[src/rtl/netlist_bist_ctrl.sv]
// BIST sequencer for the 14-in/8-out mapped netlist: an LFSR drives the inputs,
// a MISR compacts the outputs, and the final signature is compared with a golden value.
module netlist_bist_ctrl #(
  parameter int              IN_W          = 14,
  parameter int              OUT_W         = 8,
  parameter int              NUM_PATTERNS  = 256,
  parameter int              SETTLE_CYCLES = 2,
  parameter logic [IN_W-1:0]  LFSR_SEED     = 14'h0001,
  parameter logic [IN_W-1:0]  LFSR_TAPS     = 14'h2015,
  parameter logic [OUT_W-1:0] MISR_TAPS     = 8'hB8,
  parameter logic [OUT_W-1:0] GOLDEN_SIG    = 8'h00
) (
  input  logic             clk,
  input  logic             rst,
  input  logic             start,
  input  logic             abort,
  input  logic [OUT_W-1:0] resp,
  output logic [IN_W-1:0]  stim,
  output logic             busy,
  output logic             done,
  output logic             pass,
  output logic [OUT_W-1:0] signature,
  output logic [15:0]      pattern_count
);

  generate
    if (NUM_PATTERNS < 1 || NUM_PATTERNS > 65535) begin : g_bad_np
      $error("NUM_PATTERNS must be in 1..65535");
    end
    if (SETTLE_CYCLES < 1) begin : g_bad_settle
      $error("SETTLE_CYCLES must be at least 1");
    end
  endgenerate

  // An all-zero LFSR would lock up, so a zero seed is promoted to 1.
  localparam logic [IN_W-1:0] SEED = (LFSR_SEED == '0) ? IN_W'(1) : LFSR_SEED;
  localparam int SW = (SETTLE_CYCLES > 1) ? $clog2(SETTLE_CYCLES) : 1;
  localparam logic [SW-1:0] SETTLE_LAST = SW'(SETTLE_CYCLES - 1);
  localparam logic [15:0]   NP = 16'(NUM_PATTERNS);

  typedef enum logic [2:0] {S_IDLE, S_LOAD, S_APPLY, S_CAPTURE, S_DONE} state_t;

  state_t          state;
  logic [SW-1:0]   settle;
  logic [IN_W-1:0]  lfsr_nxt;
  logic [OUT_W-1:0] sig_nxt;
  logic [15:0]      cnt_nxt;

  assign lfsr_nxt = {stim[IN_W-2:0], ^(stim & LFSR_TAPS)};
  assign sig_nxt  = {signature[OUT_W-2:0], ^(signature & MISR_TAPS)} ^ resp;
  assign cnt_nxt  = pattern_count + 16'd1;

  always_ff @(posedge clk) begin
    if (rst) begin
      state         <= S_IDLE;
      stim          <= SEED;
      signature     <= '0;
      pattern_count <= '0;
      settle        <= '0;
      busy          <= 1'b0;
      done          <= 1'b0;
      pass          <= 1'b0;
    end else if (abort && (state == S_LOAD || state == S_APPLY || state == S_CAPTURE)) begin
      // signature and pattern_count stay frozen for post-mortem reads
      state  <= S_IDLE;
      settle <= '0;
      busy   <= 1'b0;
      done   <= 1'b0;
      pass   <= 1'b0;
    end else begin
      case (state)
        S_IDLE: begin
          if (start) begin
            state <= S_LOAD;
            busy  <= 1'b1;
          end
        end
        S_LOAD: begin
          stim          <= SEED;
          signature     <= '0;
          pattern_count <= '0;
          settle        <= '0;
          done          <= 1'b0;
          pass          <= 1'b0;
          state         <= S_APPLY;
        end
        S_APPLY: begin
          if (settle == SETTLE_LAST) begin
            settle <= '0;
            state  <= S_CAPTURE;
          end else begin
            settle <= settle + SW'(1);
          end
        end
        S_CAPTURE: begin
          signature     <= sig_nxt;
          pattern_count <= cnt_nxt;
          if (cnt_nxt == NP) begin
            state <= S_DONE;
            busy  <= 1'b0;
            done  <= 1'b1;
            pass  <= (sig_nxt == GOLDEN_SIG);
          end else begin
            stim  <= lfsr_nxt;
            state <= S_APPLY;
          end
        end
        S_DONE: begin
          if (start) begin
            state <= S_LOAD;
            busy  <= 1'b1;
            done  <= 1'b0;
            pass  <= 1'b0;
          end
        end
        default: state <= S_IDLE;
      endcase
    end
  end

endmodule
[config.mk]
export PLATFORM = sky130hd
export DESIGN_NAME = netlist_bist_ctrl
export DESIGN_NICKNAME = d
export VERILOG_FILES = /design/src/rtl/netlist_bist_ctrl.sv
export SDC_FILE = /design/constraint.sdc
export NUM_CORES = 1
export LEC_CHECK = 0
export CORE_UTILIZATION = 49
export CTS_CLUSTER_DIAMETER = 40
export DETAILED_ROUTE_END_ITERATION = 8
export GPL_TIMING_DRIVEN = 0
export HOLD_SLACK_MARGIN = 0.15
export PLACE_DENSITY_LB_ADDON = 0.25
export SETUP_SLACK_MARGIN = 0.3
export SLEW_MARGIN = 20
export SYNTH_ARGS = -nofsm -noshare
export SYNTH_HDL_FRONTEND = slang
export SYNTH_SLANG_ARGS = --single-unit
export TNS_END_PERCENT = 30
[constraint.sdc]
create_clock -name clk -period 3.1 [get_ports clk]
set_input_delay 0.465 -clock clk [delete_from_list [all_inputs] [get_ports clk]]
set_output_delay 0.465 -clock clk [all_outputs]
set_load 0.005 [all_outputs]
# After elaboration in Yosys (flattened, before gate mapping)
# Index checks and enable logic that the tools add are counted.
[classes]
n_addsub = 2
n_eq_ne = 10
n_mux = 18
bitwise_logic = 2
n_reduce_logical = 18
[op_table]
columns = ["operator", "n"]
rows = [
  ["$pmux W16 S2", 1],
  ["$pmux W14 S2", 1],
  ["$add A16 B1 Y16 const B", 1],
  ["$eq A16 B9 Y1 const B", 1],
  ["$pmux W8 S2", 1],
  ["$mux W14", 1],
  ["$reduce_xor A14 Y1", 1],
  ["$pmux W3 S4", 1],
  ["$mux W3", 3],
  ["$reduce_and A3 Y1", 3],
  ["$logic_not A8 Y1", 1],
  ["$reduce_xor A8 Y1", 1],
  ["$xor A8 B8 Y8", 1],
  ["$eq A3 B2 Y1 const B", 2],
  ["$mux W1", 6],
  ["$ne A2 B2 Y1 const B", 3],
  ["$pmux W1 S3", 2],
  ["$reduce_bool A2 Y1", 3],
  ["$ne A2 B1 Y1 const B", 2],
  ["$pmux W1 S2", 2],
  ["$reduce_and A2 Y1", 2],
  ["$reduce_or A2 Y1", 2],
  ["$eq A3 B1 Y1 const B", 1],
  ["$eq A3 B3 Y1 const B", 1],
  ["6 further kinds", 7],
]
[totals]
ff_bits = 45
out_inout_bits = 41

# Depth between registers and ports, before layout
# Gate-level depths: netlist of run 1.
[depth]
depth_word = 6
ltp_mapped = 9
mapped_depth_nobuf = 7

# Worst setup path after synthesis of run 1
# OpenSTA, ideal clock, no wires.
[synth_timing]
path_kind = "reg2reg"
from = "register pattern_count[0]"
to = "register stim[2]"
setup_time_ns = 0.124
t_arrival_ns = 2.045
required_time_ns = 2.976
setup_slack_ns = 0.931
path_stages_with_launch = 9
n_path_buf = 1
synth_period_minus_slack_ns = 2.169
cell_sequence = "dfxtp_1 > ha_1 > nand4_2 > or3_4 > mux2i_1 > nand4_1 > o21ai_2 > buf_4 > o22ai_1"
[synth_via]
elab_chain_len = 4
[synth_rtl]
columns = ["item", "line", "text"]
rows = [
  ["start, declared", "23", "output logic [15:0] pattern_count"],
  ["start signal, assigned", "97", "pattern_count <= cnt_nxt;"],
  ["$add A16 B1 Y16", "51", "assign cnt_nxt = pattern_count + 16'd1;"],
  ["$eq A16 B9 Y1", "98", "if (cnt_nxt == NP) begin"],
  ["$ne A2 B2 Y1 (no line)", "n/a", ""],
  ["$reduce_and A3 Y1 (no line)", "n/a", ""],
  ["end signal, assigned", "104", "stim <= lfsr_nxt;"],
  ["end, declared", "18", "output logic [IN_W-1:0] stim,"],
]
# Every way passes these cells.
# A chain may end at the register's enable or synchronous reset.

# Final worst setup path of run 1
[layout_timing]
from = "register pattern_count[0]"
to = "register stim[7]"
# Same word-level chain as after synthesis.

==> parameters.txt, run 1 <==
Parameter                              Value

Pwr
  PD cells ... 343 nW/um^2
  Gate power share ... 0.092
  Switching fraction of total power ... 0.260
  Leak ... 1.11 nW
  Portion of total power attributed to sequential cells ... 0.550
  Total Power Consumption ... 1.07 mW
  Switching power ... 0.277 mW
  Clock power share ... 0.358
  Peak supply drop ... 299 uV
  Cell internal pwr ... 0.791 mW

Floorplanning
  Total core area ... 4720 sq um
  Number of ports placed on the die boundary ... 53
  Site Rows ... 25
  Chip Width ... 72.2 microns
  Initial standard-cell utilization of the core ... 0.511
  Die height ... 72.2 microns
  Die Outline Area ... 5210 sq um

Cells and area
  Post-route cell area ... 3110 sq um
  Ratio of cells with drive above 1 in the final layout ... 0.104
  Final net count ... 358
  Utilization after layout ... 0.659
  Post-route non-filler standard cell count ... 412
  # diodes ... 0
  Post-synthesis to final-layout area growth ... 28.9%

Synthesis
  Most numerous cell in the Yosys netlist ... sky130_fd_sc_hd__dfxtp_1
  Share of synthesized registers carrying an async set or reset ... 0
  Net count after synthesis ... 299
  Area fraction of the dominant cell type after synthesis ... 0.373
  Ranking of synthesized cells by area ... sky130_fd_sc_hd__dfxtp_1, sky130_fd_sc_hd__nor2_1, sky130_fd_sc_hd__xnor2_1, sky130_fd_sc_hd__a21oi_1, sky130_fd_sc_hd__nand2b_1
  Leading area contributor after synthesis ... sky130_fd_sc_hd__dfxtp_1
  Portion of the post-synthesis area used by sequential elements ... 0.373
  Register bit count reported by yosys ... 45
  Post-Syn Instances ... 285
  Ys flop type ... sky130_fd_sc_hd__dfxtp_1
  Top cells by instance count after synthesis ... sky130_fd_sc_hd__dfxtp_1, sky130_fd_sc_hd__nor2_1, sky130_fd_sc_hd__a21oi_1, sky130_fd_sc_hd__nand2_1, sky130_fd_sc_hd__xnor2_1
  Post-synthesis area per instance ... 8.47 sq um
  Count of warnings emitted by yosys ... 0
  Number of enable flip-flop cells after synthesis ... 0
  Yosys cell types ... 54
  Post-Synthesis Cell Area ... 2410 sq um

STA
  Crit path time final ... 2.53 ns
  Worst setup slack after layout ... 0.566 ns
  RSZ-0062 raised after global routing ... no
  Final period util ... 0.817
  Final setup TNS ... 0 ns
  # setup viols final ... 0
  Largest clock skew in the final design ... 0.0101 ns
  Pin slew with the least headroom to its limit ... 0.539 ns
  Number of max-slew violations in the final report ... 0
  Fmax ... 0.395 GHz
  Worst-case headroom to the max-slew limit ... 0.638
  Final-report hold violation count ... 0
  Post-route worst hold slack ... 0.477 ns

Worst setup path
  Type of the worst setup path ... reg -> reg
  Startpoint type of the worst setup path ... register
  Req. time, crit path ... 3.30 ns
  Critical Path Fanout Max ... 10
  Register-to-Register Setup Slack ... 0.57 ns
  Critical-path cell list ... ha_1, nand4_2, or3_4, mux2i_1, nand4_1, o21ai_2, buf_4, o22ai_1
  Cells on worst reg2reg path ... 8
  Slowest cell on the critical path ... sky130_fd_sc_hd__dfxtp_1
  WP depth ... 8
  Crit path arrival time ... 2.73 ns
  Crit path buf inv count ... 1
  Sort of element at the end of the critical path ... register
  Slowest stage delay, CP ... 0.53 ns
  CP delay by family, top ... simple AND/OR/NAND/NOR gates

Route
  Detailed-route DRC error count ... 0
  Total number of vias ... 2311
  Routed WL per cell ... 13.7 microns
  Drt first pass iters ... 4
  Detailed router's first-iteration violation count ... 182
  DR vias/cell ... 5.61
  Final Routed Wirelength ... 5.66 mm
  Post-DRT Antenna Nets ... 0

Clock network
  Clock sink total ... 45
  TritonCTS buffer count ... 5
  TritonCTS clock tree ... done
  Clock Root Buffer ... sky130_fd_sc_hd__clkbuf_8
  Post_cts resized ... 0
  Clock latency reported for the late side of the worst-skew pair ... 0.30 ns
  Worst-case clock buffer depth ... 2
  Post-CTS Hold Buffers ... 0
  H-tree depth ... 2
  Clock-pin transition on the worst setup and hold timing paths ... 0.10 ns
  # Post-CTS Setup Buffers ... 0

Worst hold path
  Worst hold-check path type ... reg -> reg
  Hold Crit Depth ... 2

Run status
  Status ... complete, no violations

GRT
  Overall fraction of global-route tracks in use ... 0.232
  Antenna violations before repair ... 0
  Total overflow reported by the global router ... 0
  Number of global-route vias before repair ... 2098
  Maximum number of pins on one net before global-route repair ... 17
  Wire length of the first global-routing pass ... 9.59 mm

Place
  Gp weighted congestion ... 0.856
  Post-DP HPWL ... 4.07 mm
  Total of buffers placed on input and output ports ... 52
  Area of placed instances ... 3020 sq um
  Placed cells ... 404
  DP Worst Slack ... 0.588 ns

Job
  Max-capacitance violation count ... 0
==> final timing paths <==
check | start | endpoint
min reg2reg | pass | pass
max | pattern_count[0] | stim[7]
min | pass | pass
max reg2reg | pattern_count[0] | stim[7]
==> placed cells by master (no fill, tap or decap), drive strengths merged, types with 3 or more instances in the layout <==
master	n
mux2i	3
a22oi	7
a211oi	4
clkdlybuf4s50	52
nor3	9
and3	5
o22ai	12
xnor2	16
nand2b	15
nand3	4
nor4	4
nor2	38
nand4	8
a311oi	4
buf	10
dfxtp	45
and2	3
a21oi	21
or2	4
o21a	3
clkbuf	16
o21ai	10
nand2	16
inv	6
xor2	4
==> flip-flops by register name, summed over array words and instances (netlist names) <==
name,count
pattern_count,16
stim,14
signature,8
state,3
busy,1
done,1
pass,1
settle,1
==> worst reg2reg max path, delay by kind of cell, from the launching register on <==
kind / cells / cell delay, ns
mux: 1 / 0.20
fa+ha+maj: 1 / 0.38
buf+inv: 1 / 0.21
flops: 1 / 0.53
simple gates: 3 / 0.78
compound gates: 2 / 0.33
==> cell families after synthesis <==
group	share of synthesized area
AND/OR/NAND/NOR	0.264
adder cells (fa/ha/maj)	0.0104
XOR/XNOR	0.0726
AO/OA/AOI/OAI	0.217
flip-flops	0.373
multiplexers	0.0124
buffers and inverters	0.0498
==> routing by layer <==
layer / routed length [microns] / GRT usage
met2: 2600 / 0.384
met3: 252 / 0.0417
met1: 2720 / 0.306
met4: 90 / 0.0784
met5: 0 / 0
==> power groups by stage <==
stage	Sequential, mW	Combinational (mW)	Clock [mW]
after floorplan	0.601	0.0605	0
after global placement	0.601	0.0962	0
after detailed placement	0.601	0.0978	0
after CTS	0.588	0.0983	0.386
after global routing	0.589	0.108	0.408
final	0.588	0.0986	0.382
==> layout make-up <==
cell class / instances / area, sq um
plain buffers: 21 / 101
clock buffers: 5 / 68.8
clock inverters: 3 / 25.0
fillers: 402 / 1610
inverters: 5 / 18.8
multi-input cells: 214 / 1390
flip-flops and latches: 45 / 901
well taps: 67 / 83.8
repair buffers: 52 / 520
Power figures use the tool's default switching activity.
==> run 2, diff against run 1 <==
==> constraint.sdc (replaced) <==
create_clock -name clk -period 2.35 [get_ports clk]
set_input_delay 0.3525 -clock clk [delete_from_list [all_inputs] [get_ports clk]]
set_output_delay 0.3525 -clock clk [all_outputs]
set_load 0.005 [all_outputs]
==> parameters.txt, run 2 (same netlist as run 1, synthesis figures left out) <==
Parameter                              Value

STA
  # setup viols final ... 0 (unchanged)
  Crit path time final ... 2.13 ns (was 2.53 ns)
  Final setup TNS ... 0 ns (unchanged)
  Final period util ... 0.906 (was 0.817)
  Final-report hold violation count ... 0 (unchanged)
  Worst-case headroom to the max-slew limit ... 0.673 (was 0.638)
  Pin slew with the least headroom to its limit ... 0.486 ns (was 0.539 ns)
  Number of max-slew violations in the final report ... 0 (unchanged)
  RSZ-0062 raised after global routing ... yes (was no)
  Largest clock skew in the final design ... 0.0107 ns (was 0.0101 ns)
  Post-route worst hold slack ... 0.465 ns (was 0.477 ns)
  Fmax ... 0.470 GHz (was 0.395 GHz)

GRT
  Antenna violations before repair ... 0 (unchanged)
  Total overflow reported by the global router ... 0 (unchanged)
  Number of global-route vias before repair ... 2184 (was 2098)
  Overall fraction of global-route tracks in use ... 0.250 (was 0.232)
  Wire length of the first global-routing pass ... 10.2 mm (was 9.59 mm)
  Maximum number of pins on one net before global-route repair ... 16 (was 17)

Worst setup path
  CP delay by family, top ... simple AND/OR/NAND/NOR gates (unchanged)
  Critical path endpoint ... stim[1] (was stim[7])
  Startpoint type of the worst setup path ... register (unchanged)
  Req. time, crit path ... 2.53 ns (was 3.30 ns)
  Critical-path cell list ... nand4_4, or3_4, mux2i_4, nand4_1, o21ai_2, buf_4, o32ai_1 (was ha_1, nand4_2, or3_4, mux2i_1, nand4_1, o21ai_2, buf_4, o22ai_1)
  Crit path buf inv count ... 1 (unchanged)
  Type of the worst setup path ... reg -> reg (unchanged)
  Register-to-Register Setup Slack ... 0.22 ns (was 0.57 ns)
  Worst setup path start ... pattern_count[7] (was pattern_count[0])
  Crit path arrival time ... 2.31 ns (was 2.73 ns)
  Sort of element at the end of the critical path ... register (unchanged)
  Reg-to-Reg End ... stim[1] (was stim[7])
  WP depth ... 7 (was 8)
  Source of the worst register-to-register timing path ... pattern_count[7] (was pattern_count[0])
  Cells on worst reg2reg path ... 7 (was 8)
  Slowest stage delay, CP ... 0.51 ns (was 0.53 ns)
  Slowest cell on the critical path ... sky130_fd_sc_hd__dfxtp_1 (unchanged)
  Critical Path Fanout Max ... 7 (was 10)

Cells and area
  Final net count ... 383 (was 358)
  Leading cell types in the layout, fill and taps excluded ... sky130_fd_sc_hd__clkdlybuf4s50_1, sky130_fd_sc_hd__nor2_1, sky130_fd_sc_hd__dfxtp_1 (was sky130_fd_sc_hd__clkdlybuf4s50_1, sky130_fd_sc_hd__dfxtp_1, sky130_fd_sc_hd__nor2_1)
  Largest registers ranked by flip-flop count ... pattern_count x16, stim x14, signature x8 (unchanged)
  Ratio of cells with drive above 1 in the final layout ... 0.235 (was 0.104)
  Post-synthesis to final-layout area growth ... 45.2% (was 28.9%)
  Number of flip-flops in the largest register ... 16 (unchanged)
  Most frequent standard cell in the layout excluding fill and tap cells ... sky130_fd_sc_hd__clkdlybuf4s50_1 (unchanged)
  Most flops, register ... pattern_count (unchanged)
  # diodes ... 0 (unchanged)
  Number of fill cells ... 331 (was 402)

Pwr
  Peak supply drop ... 361 uV (was 299 uV)
  Leak ... 1.33 nW (was 1.11 nW)
  Total Power Consumption ... 1.52 mW (was 1.07 mW)
  PD cells ... 433 nW/um^2 (was 343 nW/um^2)

Floorplanning
  Die height ... 72.2 microns (unchanged)
  Chip Width ... 72.2 microns (unchanged)
  Initial standard-cell utilization of the core ... 0.511 (unchanged)
  Number of ports placed on the die boundary ... 53 (unchanged)
  Total core area ... 4720 sq um (unchanged)
  Die Outline Area ... 5210 sq um (unchanged)
  Site Rows ... 25 (unchanged)

Route
  Post-DRT Antenna Nets ... 0 (unchanged)
  Detailed router's first-iteration violation count ... 126 (was 182)
  Routed WL per cell ... 15.5 microns (was 13.7 microns)
  Final Routed Wirelength ... 6.79 mm (was 5.66 mm)
  Total number of vias ... 2475 (was 2311)
  Drt first pass iters ... 5 (was 4)
  DR vias/cell ... 5.66 (was 5.61)
  Detailed-route DRC error count ... 0 (unchanged)

Clock network
  Clock-pin transition on the worst setup and hold timing paths ... 0.09 ns (was 0.10 ns)
  Post-CTS Hold Buffers ... 0 (unchanged)
  H-tree depth ... 2 (unchanged)
  TritonCTS buffer count ... 5 (unchanged)
  Clock latency reported for the late side of the worst-skew pair ... 0.31 ns (was 0.30 ns)
  Clock Root Buffer ... sky130_fd_sc_hd__clkbuf_8 (unchanged)
  TritonCTS clock tree ... done (unchanged)
  Worst-case clock buffer depth ... 2 (unchanged)
  Clock sink total ... 45 (unchanged)

Place
  Post-DP HPWL ... 4.18 mm (was 4.07 mm)
  Total of buffers placed on input and output ports ... 52 (unchanged)
  Gp weighted congestion ... 0.833 (was 0.856)

Job
  Max-capacitance violation count ... 0 (unchanged)

Run status
  Status ... complete, no violations (unchanged)

Worst hold path
  Worst hold-check path type ... reg -> reg (unchanged)
  Hold Crit Depth ... 2 (unchanged)
[run 2: cell count changes in the layout (fill, tap and decap cells not counted), moves of 5 or more]
| cell | before | now |
|---|---|---|
| sky130_fd_sc_hd__o22ai_1 | 12 | 7 |
| sky130_fd_sc_hd__dfxtp_1 | 45 | 37 |
| sky130_fd_sc_hd__buf_6 | 1 | 6 |
| sky130_fd_sc_hd__buf_4 | 1 | 26 |
| sky130_fd_sc_hd__dfxtp_2 | 0 | 6 |
| sky130_fd_sc_hd__o22ai_2 | 0 | 5 |
| sky130_fd_sc_hd__buf_2 | 8 | 3 |
[run 2: how the worst min path moves through the flow]
| stage | start | to |
|---|---|---|
| floorplan | pass | pass |
| global placement | pass | pass |
| detailed placement | pass | pass |
| CTS | pass | pass |
| global route | done | done |
| finish | pass | pass |
[run 2: layer usage]
layer / GRT usage / vias to the layer above / wire length [microns]
li1: - / 1194 / -
met1: 0.325 / 1164 / 2870
met2: 0.408 / 101 / 3310
met3: 0.0514 / 16 / 444
met4: 0.0937 / 0 / 168
met5: 0 / - / 0
[run 2: layout make-up]
| class | instances | area, sq um | share of cell area |
|---|---|---|---|
| well taps | 67 | 83.8 | 0.0239 |
| plain buffers | 21 | 136 | 0.0389 |
| repair buffers | 77 | 724 | 0.207 |
| inverters | 5 | 18.8 | 0.00536 |
| clock inverters | 3 | 43.8 | 0.0125 |
| multi-input cells | 214 | 1510 | 0.432 |
| clock buffers | 5 | 68.8 | 0.0196 |
| flip-flops and latches | 45 | 916 | 0.261 |
[run 2: timing repair]
action	CTS	global route
hold endpoints to repair	0	0
resized for setup	13	36
pin swaps	2	8
endpoints found under the setup margin	18	34
gates cloned	1	0
setup buffers	15	9
[run 2: where the power goes]
part | switching, mW | leakage, nW | internal (mW)
clock | 0.289 | 0.0585 | 0.319
combinational | 0.0757 | 0.902 | 0.0608
sequential | 0.00465 | 0.368 | 0.768
total | 0.369 | 1.33 | 1.15
[run 2: worst min-delay path: stages, from the launching register on]
cell and delay [ns]:
sky130_fd_sc_hd__dfxtp_1 0.32, sky130_fd_sc_hd__nand2_1 0.05, sky130_fd_sc_hd__mux2i_1 0.05
[run 2: per-stage QoR]
stage / setup slack (ns) / cells / area (sq um) / utilization
detailed placement: 0.00779 / 404 / 3030 / 0.642
CTS: 0.252 / 428 / 3310 / 0.701
floorplan: 0.369 / 285 / 2430 / -
global route: 0.136 / 437 / 3500 / 0.742
global placement: 0.101 / 404 / 3030 / 0.642
finish: 0.222 / 437 / 3500 / 0.742
